<file path="src/rtl/uart_pkg.sv">
// Shared UART definitions used by the receive path and the future transmit path.
package uart_pkg;

  localparam int unsigned DATA_BITS = 8;

  typedef enum logic [2:0] {
    IDLE,
    START,
    DATA,
    STOP,
    BREAK
  } uart_rx_state_t;

endpackage

</file>
<file path="src/rtl/uart_rx_baud_tick_gen.sv">
// Oversampling tick generator; phase restarts whenever the enable is low.
module baud_tick_gen #(
  parameter int unsigned clk_freq     = 12000000,
  parameter int unsigned baud         = 115200,
  parameter int unsigned oversampling = 8
) (
  input  logic clk,
  input  logic rst_n,
  input  logic enable,
  output logic tick
);

  localparam int unsigned TICK_RATE = baud * oversampling;
  localparam int unsigned DIV_RAW   = (clk_freq + TICK_RATE / 2) / TICK_RATE;
  localparam int unsigned DIV       = (DIV_RAW < 1) ? 1 : DIV_RAW;
  localparam int unsigned CW        = $clog2(DIV + 1);

  logic [CW-1:0] cnt_q, cnt_d;
  logic          wrap;

  assign wrap = (cnt_q == CW'(DIV - 1));

  always_comb begin
    cnt_d = cnt_q;
    if (!enable) begin
      cnt_d = '0;
    end else if (wrap) begin
      cnt_d = '0;
    end else begin
      cnt_d = cnt_q + CW'(1);
    end
  end

  always_ff @(posedge clk) begin
    if (!rst_n) begin
      cnt_q <= '0;
    end else begin
      cnt_q <= cnt_d;
    end
  end

  assign tick = enable && wrap;

endmodule

</file>
<file path="src/rtl/uart_rx.sv">
// 8N1 UART receiver: 2-flop synchronizer, oversampled bit FSM, valid/ready output register.
module uart_rx
  import uart_pkg::*;
#(
  parameter int unsigned CLK_FREQ   = 12000000,
  parameter int unsigned BAUD       = 115200,
  parameter int unsigned OVERSAMPLE = 8
) (
  input  logic                 clk,
  input  logic                 rst_n,
  input  logic                 rx,
  output logic [DATA_BITS-1:0] rx_data,
  output logic                 rx_valid,
  input  logic                 rx_ready,
  output logic                 frame_err,
  output logic                 overrun
);

  localparam int unsigned TW = $clog2(OVERSAMPLE) + 1;
  localparam int unsigned BW = $clog2(DATA_BITS);

  uart_rx_state_t        state_q, state_d;
  logic [1:0]            sync_q;
  logic                  rxs;
  logic                  tick_en;
  logic                  tick;
  logic [TW-1:0]         tcnt_q, tcnt_d;
  logic [BW-1:0]         bitcnt_q, bitcnt_d;
  logic [DATA_BITS-1:0]  shreg_q, shreg_d;
  logic                  deliver;
  logic                  ferr_evt;

  logic [DATA_BITS-1:0]  rx_data_q, rx_data_d;
  logic                  rx_valid_q, rx_valid_d;
  logic                  frame_err_q, frame_err_d;
  logic                  overrun_q, overrun_d;

  assign rxs     = sync_q[1];
  assign tick_en = (state_q != IDLE);

  baud_tick_gen #(
    .clk_freq    (CLK_FREQ),
    .baud        (BAUD),
    .oversampling(OVERSAMPLE)
  ) u_tick (
    .clk   (clk),
    .rst_n (rst_n),
    .enable(tick_en),
    .tick  (tick)
  );

  always_comb begin
    state_d  = state_q;
    tcnt_d   = tcnt_q;
    bitcnt_d = bitcnt_q;
    shreg_d  = shreg_q;
    deliver  = 1'b0;
    ferr_evt = 1'b0;
    case (state_q)
      IDLE: begin
        tcnt_d   = '0;
        bitcnt_d = '0;
        if (!rxs) state_d = START;
      end
      START: begin
        if (tick) begin
          if (tcnt_q == TW'(OVERSAMPLE / 2 - 1)) begin
            tcnt_d  = '0;
            state_d = rxs ? IDLE : DATA;
          end else begin
            tcnt_d = tcnt_q + TW'(1);
          end
        end
      end
      DATA: begin
        if (tick) begin
          if (tcnt_q == TW'(OVERSAMPLE - 1)) begin
            tcnt_d   = '0;
            shreg_d  = {rxs, shreg_q[DATA_BITS-1:1]};
            bitcnt_d = bitcnt_q + BW'(1);
            if (bitcnt_q == BW'(DATA_BITS - 1)) state_d = STOP;
          end else begin
            tcnt_d = tcnt_q + TW'(1);
          end
        end
      end
      STOP: begin
        if (tick) begin
          if (tcnt_q == TW'(OVERSAMPLE - 1)) begin
            tcnt_d = '0;
            if (rxs) begin
              deliver = 1'b1;
              state_d = IDLE;
            end else begin
              ferr_evt = 1'b1;
              state_d  = BREAK;
            end
          end else begin
            tcnt_d = tcnt_q + TW'(1);
          end
        end
      end
      BREAK: begin
        tcnt_d = '0;
        if (rxs) state_d = IDLE;
      end
      default: begin
        state_d = IDLE;
        tcnt_d  = '0;
      end
    endcase
  end

  // A delivery coinciding with a handshake replaces the byte being consumed.
  always_comb begin
    rx_data_d   = rx_data_q;
    rx_valid_d  = rx_valid_q;
    frame_err_d = ferr_evt;
    overrun_d   = 1'b0;
    if (rx_valid_q && rx_ready) rx_valid_d = 1'b0;
    if (deliver) begin
      if (!rx_valid_q || rx_ready) begin
        rx_data_d  = shreg_q;
        rx_valid_d = 1'b1;
      end else begin
        overrun_d = 1'b1;
      end
    end
  end

  always_ff @(posedge clk) begin
    if (!rst_n) begin
      sync_q      <= '1;
      state_q     <= IDLE;
      tcnt_q      <= '0;
      bitcnt_q    <= '0;
      shreg_q     <= '0;
      rx_data_q   <= '0;
      rx_valid_q  <= 1'b0;
      frame_err_q <= 1'b0;
      overrun_q   <= 1'b0;
    end else begin
      sync_q      <= {sync_q[0], rx};
      state_q     <= state_d;
      tcnt_q      <= tcnt_d;
      bitcnt_q    <= bitcnt_d;
      shreg_q     <= shreg_d;
      rx_data_q   <= rx_data_d;
      rx_valid_q  <= rx_valid_d;
      frame_err_q <= frame_err_d;
      overrun_q   <= overrun_d;
    end
  end

  assign rx_data   = rx_data_q;
  assign rx_valid  = rx_valid_q;
  assign frame_err = frame_err_q;
  assign overrun   = overrun_q;

endmodule

</file>
<file path="config.mk">
export PLATFORM = sky130hd
export DESIGN_NAME = uart_rx
export DESIGN_NICKNAME = d
export VERILOG_FILES = /design/src/rtl/uart_pkg.sv /design/src/rtl/uart_rx_baud_tick_gen.sv /design/src/rtl/uart_rx.sv
export SDC_FILE = /design/constraint.sdc
export NUM_CORES = 1
export LEC_CHECK = 0
export BUFFER_PORTS_ARGS = -buffer_cell sky130_fd_sc_hd__buf_2
export CAP_MARGIN = 40
export CORE_UTILIZATION = 34
export DETAILED_ROUTE_END_ITERATION = 8
export HOLD_SLACK_MARGIN = 0.12
export MAX_ROUTING_LAYER = met4
export PLACE_DENSITY = 0.63
export SLEW_MARGIN = 40
export SYNTH_ARGS = -nofsm -noshare
export SYNTH_HDL_FRONTEND = slang
export SYNTH_SLANG_ARGS = --single-unit
</file>
<file path="constraint.sdc">
create_clock -name clk -period 1.95 [get_ports clk]
set_clock_uncertainty 0.15 [all_clocks]
set_input_delay 0.195 -clock clk [delete_from_list [all_inputs] [get_ports clk]]
set_output_delay 0.195 -clock clk [all_outputs]
set_load 0.01 [all_outputs]
</file>
# Word-level counts from Yosys, hierarchy flattened
# Index checks and enable logic that the tools add are counted.
# W data, S select, Z words.
# classes
bitwise_logic	2
add_sub_neg	3
muxes	29
n_eq_ne	18
reduce_logical	16
# ops
op	n
$mux W3	12
$ne A2 B2 Y1 const B	9
$mux W4	4
$pmux W3 S5	1
$mux W1	9
$reduce_and A9 Y1	1
$add A4 B1 Y4 const B	2
$pmux W4 S2	1
$eq A3 B2 Y1 const B	2
$eq A3 B3 Y1 const B	2
$pmux W3 S2	1
$reduce_and A2 Y1	3
$reduce_and A3 Y1	2
$eq A4 B2 Y1 const B	1
$eq A4 B3 Y1 const B	1
$eq A4 B4 Y1 const B	1
$reduce_and A4 Y1	1
$add A3 B1 Y3 const B	1
$eq A3 B1 Y1 const B	1
$logic_not A3 Y1	1
$reduce_bool A3 Y1	1
$reduce_or A3 Y1	1
$logic_and A1 B1 Y1	2
$mux W2	1
other kinds (6)	7
# totals
output_inout_bits	11
wordCells	78
register_bits	35
inputBits	4

# Longest topological paths before layout
# Gate-level depths: netlist of run 1.
# depth
ltp_word	5
mapped_depth	7
mapped_depth_nobuf	6

# By module
# From an unflattened synthesis of run 1, not the netlist that was laid out.
# hier_totals
hier_cells	163
area_unflattened_um2	1525.2
# by_module_without_submodules
mod	cells_per_inst	seq_area_each_um2	n_inst	area_per_inst_um2
uart_rx	143	620.6	1	1346.3
baud_tick_gen	20	80.1	1	178.9

# Worst setup path after synthesis of run 1
# No wires, ideal clock.
# synth_path
path_kind	register to register
from	reg tcnt_q[0]
to	reg rx_data_q[0] (netlist: rx_data[0])
t_arrival_ns	1.536
setup_slack_ns	0.192
path_buffers	0
path_stages_with_launch	6
path_cell_list	dfxtp_1 > ha_1 > and2b_1 > nand4_4 > nor3_4 > mux2i_1
# synth_via
elab_chain_len	5
# synth_rtl
element	line_no	rtl
start: declaration	uart_rx.sv:27	logic [TW-1:0] tcnt_q, tcnt_d;
start signal: assignment	uart_rx.sv:145	tcnt_q <= tcnt_d;
$eq A4 B3 Y1	uart_rx.sv:89	if (tcnt_q == TW'(OVERSAMPLE - 1)) begin
$mux W1	uart_rx.sv:89	
$mux W1	uart_rx.sv:88	if (tick) begin
$mux W1	uart_rx.sv:59	case (state_q)
$reduce_and A2 Y1 (no line)	-	
end signal: assignment	uart_rx.sv:148	rx_data_q <= rx_data_d;
end: declaration	uart_rx.sv:33	logic [DATA_BITS-1:0] rx_data_q, rx_data_d;
# Every way passes these cells.
# A chain may end at the register's enable or synchronous reset.

# Worst setup path in the final report of run 1
# layout_path
from	reg tcnt_q[0]
to	reg bitcnt_q[1]
# layout_via
elab_chain_len	3
# layout_rtl
element	line_no	rtl
$eq A4 B3 Y1	uart_rx.sv:77	if (tcnt_q == TW'(OVERSAMPLE - 1)) begin
$ne A2 B2 Y1 (no line)	-	
$reduce_and A3 Y1 (no line)	-	
end signal: assignment	uart_rx.sv:146	bitcnt_q <= bitcnt_d;
end: declaration	uart_rx.sv:28	logic [BW-1:0] bitcnt_q, bitcnt_d;
# Every way passes these cells.

==> results of run 1 <==
==> logic make-up after synthesis <==
| kind of cell | share of synthesized area (%) |
|---|---|
| compound gates | 11.8 |
| fa+ha+maj | 4.13 |
| xor+xnor | 1.73 |
| mux | 6.68 |
| buf+inv | 3.47 |
| simple gates | 26.0 |
| flops | 46.2 |
==> per-layer routing <==
layer	global-route usage, %	part of all wire, %	wire [um]	vias to the layer above
li1	-	-	-	611
met3	3.45	4.2	105	5
met1	16.9	53	1330	493
met2	16.7	41	1030	28
met4	6.89	2.3	57	0
met5	-	0	0	-
==> final cells by class <==
cell class                 count  share of cell area (%)
multi-input combinational    113                    42.5
sequential                    35                    39.0
timing repair buffer          24                    9.19
clock buffer                   6                    4.04
tap                           50                    3.48
inverter                       5                    1.04
clock inverter                 2                   0.696
==> repair_timing <==
action	4_1_cts	5_1_grt
endpoints found under the hold margin	4	0
hold buffers	3	0
gates resized for setup	0	1
setup endpoints to repair	0	1
==> power by group <==
group / internal (mW) / total (mW) / switching, mW
combinational: 0.0178 / 0.0412 / 0.0233
clock: 0.249 / 0.502 / 0.252
sequential: 0.718 / 0.725 / 0.00627
==> how the worst min path moves through the flow <==
stage | slack [ns] | from | end | cells after the start
6_report | 0.26 | sync_q[0] | sync_q[1] | 1
5_1_grt | 0.31 | sync_q[0] | sync_q[1] | 1
3_3_place_gp | 0.23 | rx | sync_q[0] | 2
2_1_floorplan | 0.15 | rx | sync_q[0] | 1
4_1_cts | 0.26 | sync_q[0] | sync_q[1] | 1
3_5_place_dp | 0.23 | rx | sync_q[0] | 2
==> state kept, by name (all words and copies together) (netlist names) <==
register / count
bitcnt_q: 3
frame_err: 1
overrun: 1
rx_data: 8
rx_valid: 1
shreg_q: 8
state_q: 3
sync_q: 2
tcnt_q: 4
u_tick.cnt_q: 4
==> per-stage QoR <==
stage          worst slack, ns  hold slack, ns  utilization [%]  cells
2_1_floorplan            0.192           0.146                -    160
3_3_place_gp             0.127           0.228             40.5    224
3_5_place_dp             0.102           0.229             40.5    224
4_1_cts                  0.100           0.260             43.3    235
5_1_grt                 0.0103           0.307             43.4    235
6_report                0.0812           0.259             43.4    235
==> cells in the final DEF (no fill, tap or decap), types with 6 or more instances in the layout <==
cell type,count
dfxtp_1,35
nand2_1,21
buf_2,14
nor2_1,13
nand3_1,10
mux2i_1,9
o21ai_0,8
a21oi_1,8
buf_4,6
==> flow_summary.ini, run 1 <==
[worst_setup_path]
reg2reg_setup_slack_ns = 0.08
required_ns = 1.98
cp_num_cells = 5
worst-path-buf-inv = 0
r2r-end = bitcnt_q[1]
endpoint = bitcnt_q[1]
r2r_cells = 5
reg2reg_from = tcnt_q[0]
worst-setup-path-type = flop to flop
slowest_stage = dfxtp_1
crit_path_start_kind = flop
cp_cell_sequence = ha_1 > and2b_2 > nand3_2 > a211o_1 > a32o_1
worst-path-max-fanout = 4
cp.arrival_ns = 1.90
critPathMaxStageDelay_ns = 0.39
critPathLaunch = tcnt_q[0]
cpLargestDelayFamily = compound AO/OA/AOI/OAI gates
crit_path_end_kind = flop

[floorplanning]
dieWidth_um = 68.8
die_y_um = 68.8
ios = 15
die-area_um2 = 4730
start_util_pct = 36.6
core_um2 = 4140
num_rows = 23

[yosys]
yosysTopAreaCellShare_pct = 46.2
synth_top_cell_by_area = dfxtp_1
async_reset_ff_share_pct = 0
synth_seq_area_share_pct = 46.2
syn_avg_cell_area_um2 = 9.48
yosysMostFrequentCell = dfxtp_1
ys_top_cells_by_count = dfxtp_1 (35), nand2_1 (21), nor2_1 (13), nand3_1 (10), mux2i_1 (9)
postSynthCellCount = 160
yosys_warnings = 0
synth.area.top_cells = dfxtp_1 (46%), mux2i_1 (5.9%), nand2_1 (5.2%), ha_1 (4.1%), nand3_1 (3.3%)
synth_top_flop_cell = dfxtp_1
syn_nets = 169
ys_ff_latch = 35
synth_area_um2 = 1520
synthDistinctLibCells = 41
synth_edf_count = 0

[cts]
cts-root-buf = clkbuf_8
worstSkewPairLatency_ns = 0.28
path_clk_slew_ns = 0.07
clockBufferDepth = 2
cts_setup_buffers = 0
cts-buffers-inserted = 5
htree_levels = 2
cts.sinks = 35
cts_tree = done

[pwr]
leakagePower_nw = 0.692
power_mw = 1.27
powerDensity_nw_per_um2 = 705
peakVddDrop_v = 0.000436

[finish]
nets = 193
multi_input_area_um2 = 764
syn_to_final_growth_pct = 18.5
ff_latch_area_um2 = 701
drive_gt1_share_pct = 21.1
fill_cells = 407
fin_area_um2 = 1800
n_antenna_cell = 0

[placed_design]
place_area_um2 = 1680
place_congestion = 0.778
port_buffers = 14
dp_hpwl_um = 1720

[sta]
finalSetupViolations = 0
slew_violations = 0
relSlewSlack_pct = 72.1
rsz0062_at_grt = no
tns_ns = 0
worst_slew_pin_slew_ns = 0.418
min_period_ns = 1.87
clock.fmax_ghz = 0.535
timing_hold_violations_final = 0
period_share_pct = 95.8

[global_route]
grt_start_max_net_pins = 27
grt_pass1_vias = 960
grt_pass1_wl_um = 4240
antenna_found_initial = 0
grt_usage_pct = 12.5
overflow = 0

[drt]
drc_errors = 0
routed_wl_um = 2520
vias = 1137
drt_first_pass_iters = 4
first_iter_violations = 51
antenna_left = 0
wl_per_cell_um = 10.7
via_per_inst = 4.84

[hold_path]
hp-class = flop to flop

[job]
cap_violations = 0

[outcome]
outcome = completed
(Power assumes the default switching activity.)
==> run 2: changes to the inputs <==
--- a/config.mk
+++ b/config.mk
@@ -7,6 +7,7 @@
 export LEC_CHECK = 0
 export BUFFER_PORTS_ARGS = -buffer_cell sky130_fd_sc_hd__buf_2
 export CAP_MARGIN = 40
+export CORE_ASPECT_RATIO = 0.5
 export CORE_UTILIZATION = 34
 export DETAILED_ROUTE_END_ITERATION = 8
 export HOLD_SLACK_MARGIN = 0.12
==> run 2 against run 1 <==
  * Non-clock buffer count shrank 3
  * Routed wire length grew 7.8%
  * Cell area grew 1.3%
  * Sequential share of layout area shrank 0.51 points
  * Core utilization grew 1.2 points
  * Worst setup slack gained 0.048 ns
  * Cell count grew 0.43%
  * Count of clock-buffer cells in the layout shrank 1
  * Combinational power shrank 5%
  * Critical path type unchanged
  * Global-route usage grew 1.2 points
  * Fmax grew 2.6%
==> flow_summary.ini, run 2 (synthesis results as in run 1) <==
[finish]
fin_area_um2 = 1820
fin_cells = 236
syn_to_final_growth_pct = 20.0
nets = 190
final_util_pct = 44.6
final_common_cell = dfxtp_1
drive_gt1_share_pct = 20.9
most-common-layout-cells = dfxtp_1 (35), nand2_1 (21), buf_2 (14)
n_antenna_cell = 0

[cts]
clockBufferDepth = 2
cts_tree = done
htree_levels = 2
path_clk_slew_ns = 0.08
cts_setup_buffers = 0
cts.sinks = 35
worstSkewPairLatency_ns = 0.30
cts-buffers-inserted = 5
cts-root-buf = clkbuf_8

[drt]
routed_wl_um = 2710
via_per_inst = 4.92
antenna_left = 0
wl_per_cell_um = 11.5
drc_errors = 0
drt_first_pass_iters = 4
first_iter_violations = 25
vias = 1160

[pwr]
powerDensity_nw_per_um2 = 795
leakagePower_nw = 0.699
peakVddDrop_v = 0.000430

[job]
cap_violations = 0

[placed_design]
port_buffers = 14
place_congestion = 0.781
place_area_um2 = 1680
dp_hpwl_um = 1880
dpl_worst_slack_ns = 0.0959
dp_cells = 226

[worst_setup_path]
required_ns = 1.99
worst-path-max-fanout = 4
crit_path_start_kind = flop
crit_path_end_kind = flop
reg2reg_setup_slack_ns = 0.13
cp.arrival_ns = 1.86
worst-setup-path-type = flop to flop

[sta]
timing_hold_violations_final = 0
worst_slew_pin_slew_ns = 0.570
clock.fmax_ghz = 0.549
period_share_pct = 93.4
finalSetupViolations = 0
min_period_ns = 1.82
slew_violations = 0
tns_ns = 0
fin_ws_ns = 0.129
relSlewSlack_pct = 61.4
rsz0062_at_grt = no

[global_route]
grt_pass1_wl_um = 4810
grt_start_max_net_pins = 22
grt_pass1_vias = 1090
overflow = 0
antenna_found_initial = 0
grt_usage_pct = 13.7

[floorplanning]
start_util_pct = 37.1
ios = 15
core_um2 = 4080
num_rows = 16
die-area_um2 = 4750
die_y_um = 49.2
dieWidth_um = 96.4

[hold_path]
hp-class = input pin to flop

[outcome]
outcome = completed
run 2: cell types whose count changed in the layout (fill, tap and decap cells not counted):
cell	before	now
dlygate4sd3_1	3	2
clkinv_4	0	1
clkinvlp_4	1	0
clkinv_2	1	0
inv_6	0	1
buf_12	1	2
o311ai_1	0	1
buf_4	6	3
o311ai_0	1	0
bufinv_16	0	1
clkbuf_1	1	0
run 2: per-stage QoR:
| stage | hold WS [ns] | power [mW] |
|---|---|---|
| after floorplan | 0.146 | 0.767 |
| after global placement | 0.230 | 0.776 |
| after detailed placement | 0.235 | 0.777 |
| after CTS | 0.148 | 1.46 |
| after global routing | 0.181 | 1.49 |
| final | 0.156 | 1.45 |
run 2: where the power goes:
part | switching [mW] | internal (mW) | total [mW]
registers | 0.00618 | 0.718 | 0.724
clock network | 0.297 | 0.388 | 0.685
logic | 0.0235 | 0.0158 | 0.0393
total | 0.327 | 1.12 | 1.45
run 2: path summary, 6_finish.rpt:
kind              startpoint          end  cells after the start
hold reg to reg    sync_q[0]    sync_q[1]                      1
setup / recovery   tcnt_q[0]  bitcnt_q[2]                      5
setup reg to reg   tcnt_q[0]  bitcnt_q[2]                      5
hold / removal         rst_n     rx_valid                      2
run 2: layout make-up:
type / count / area, um^2
Timing Repair Buffer: 21 / 153
Sequential cell: 35 / 701
Tap cell: 54 / 67.6
Multi-Input combinational cell: 113 / 764
Clock inverter: 3 / 47.5
Fill cell: 405 / 2260
Clock buffer: 5 / 68.8
Inverter: 5 / 18.8
run 2: routing by layer:
metal  global-route usage (%)  part of all wire (%)  up-vias
met4                     5.88                   2.2        0
li1                         -                     -      607
met5                        -                     0        -
met1                     16.9                    52      534
met3                     4.21                   2.4        7
met2                     20.7                    44       12
run 2: repair_timing:
action | 4_1_cts | 5_1_grt
setup endpoints to repair | 0 | 3
hold endpoints to repair | 3 | 0
resized for setup | 0 | 1
hold buffers | 2 | 0
run 2: critical path: stages, from the launching register on:
cell and delay [ns]:
dfxtp_1 0.37, ha_1 0.23, and2b_2 0.23, nand3_2 0.12
a211o_1 0.36, a32o_1 0.27
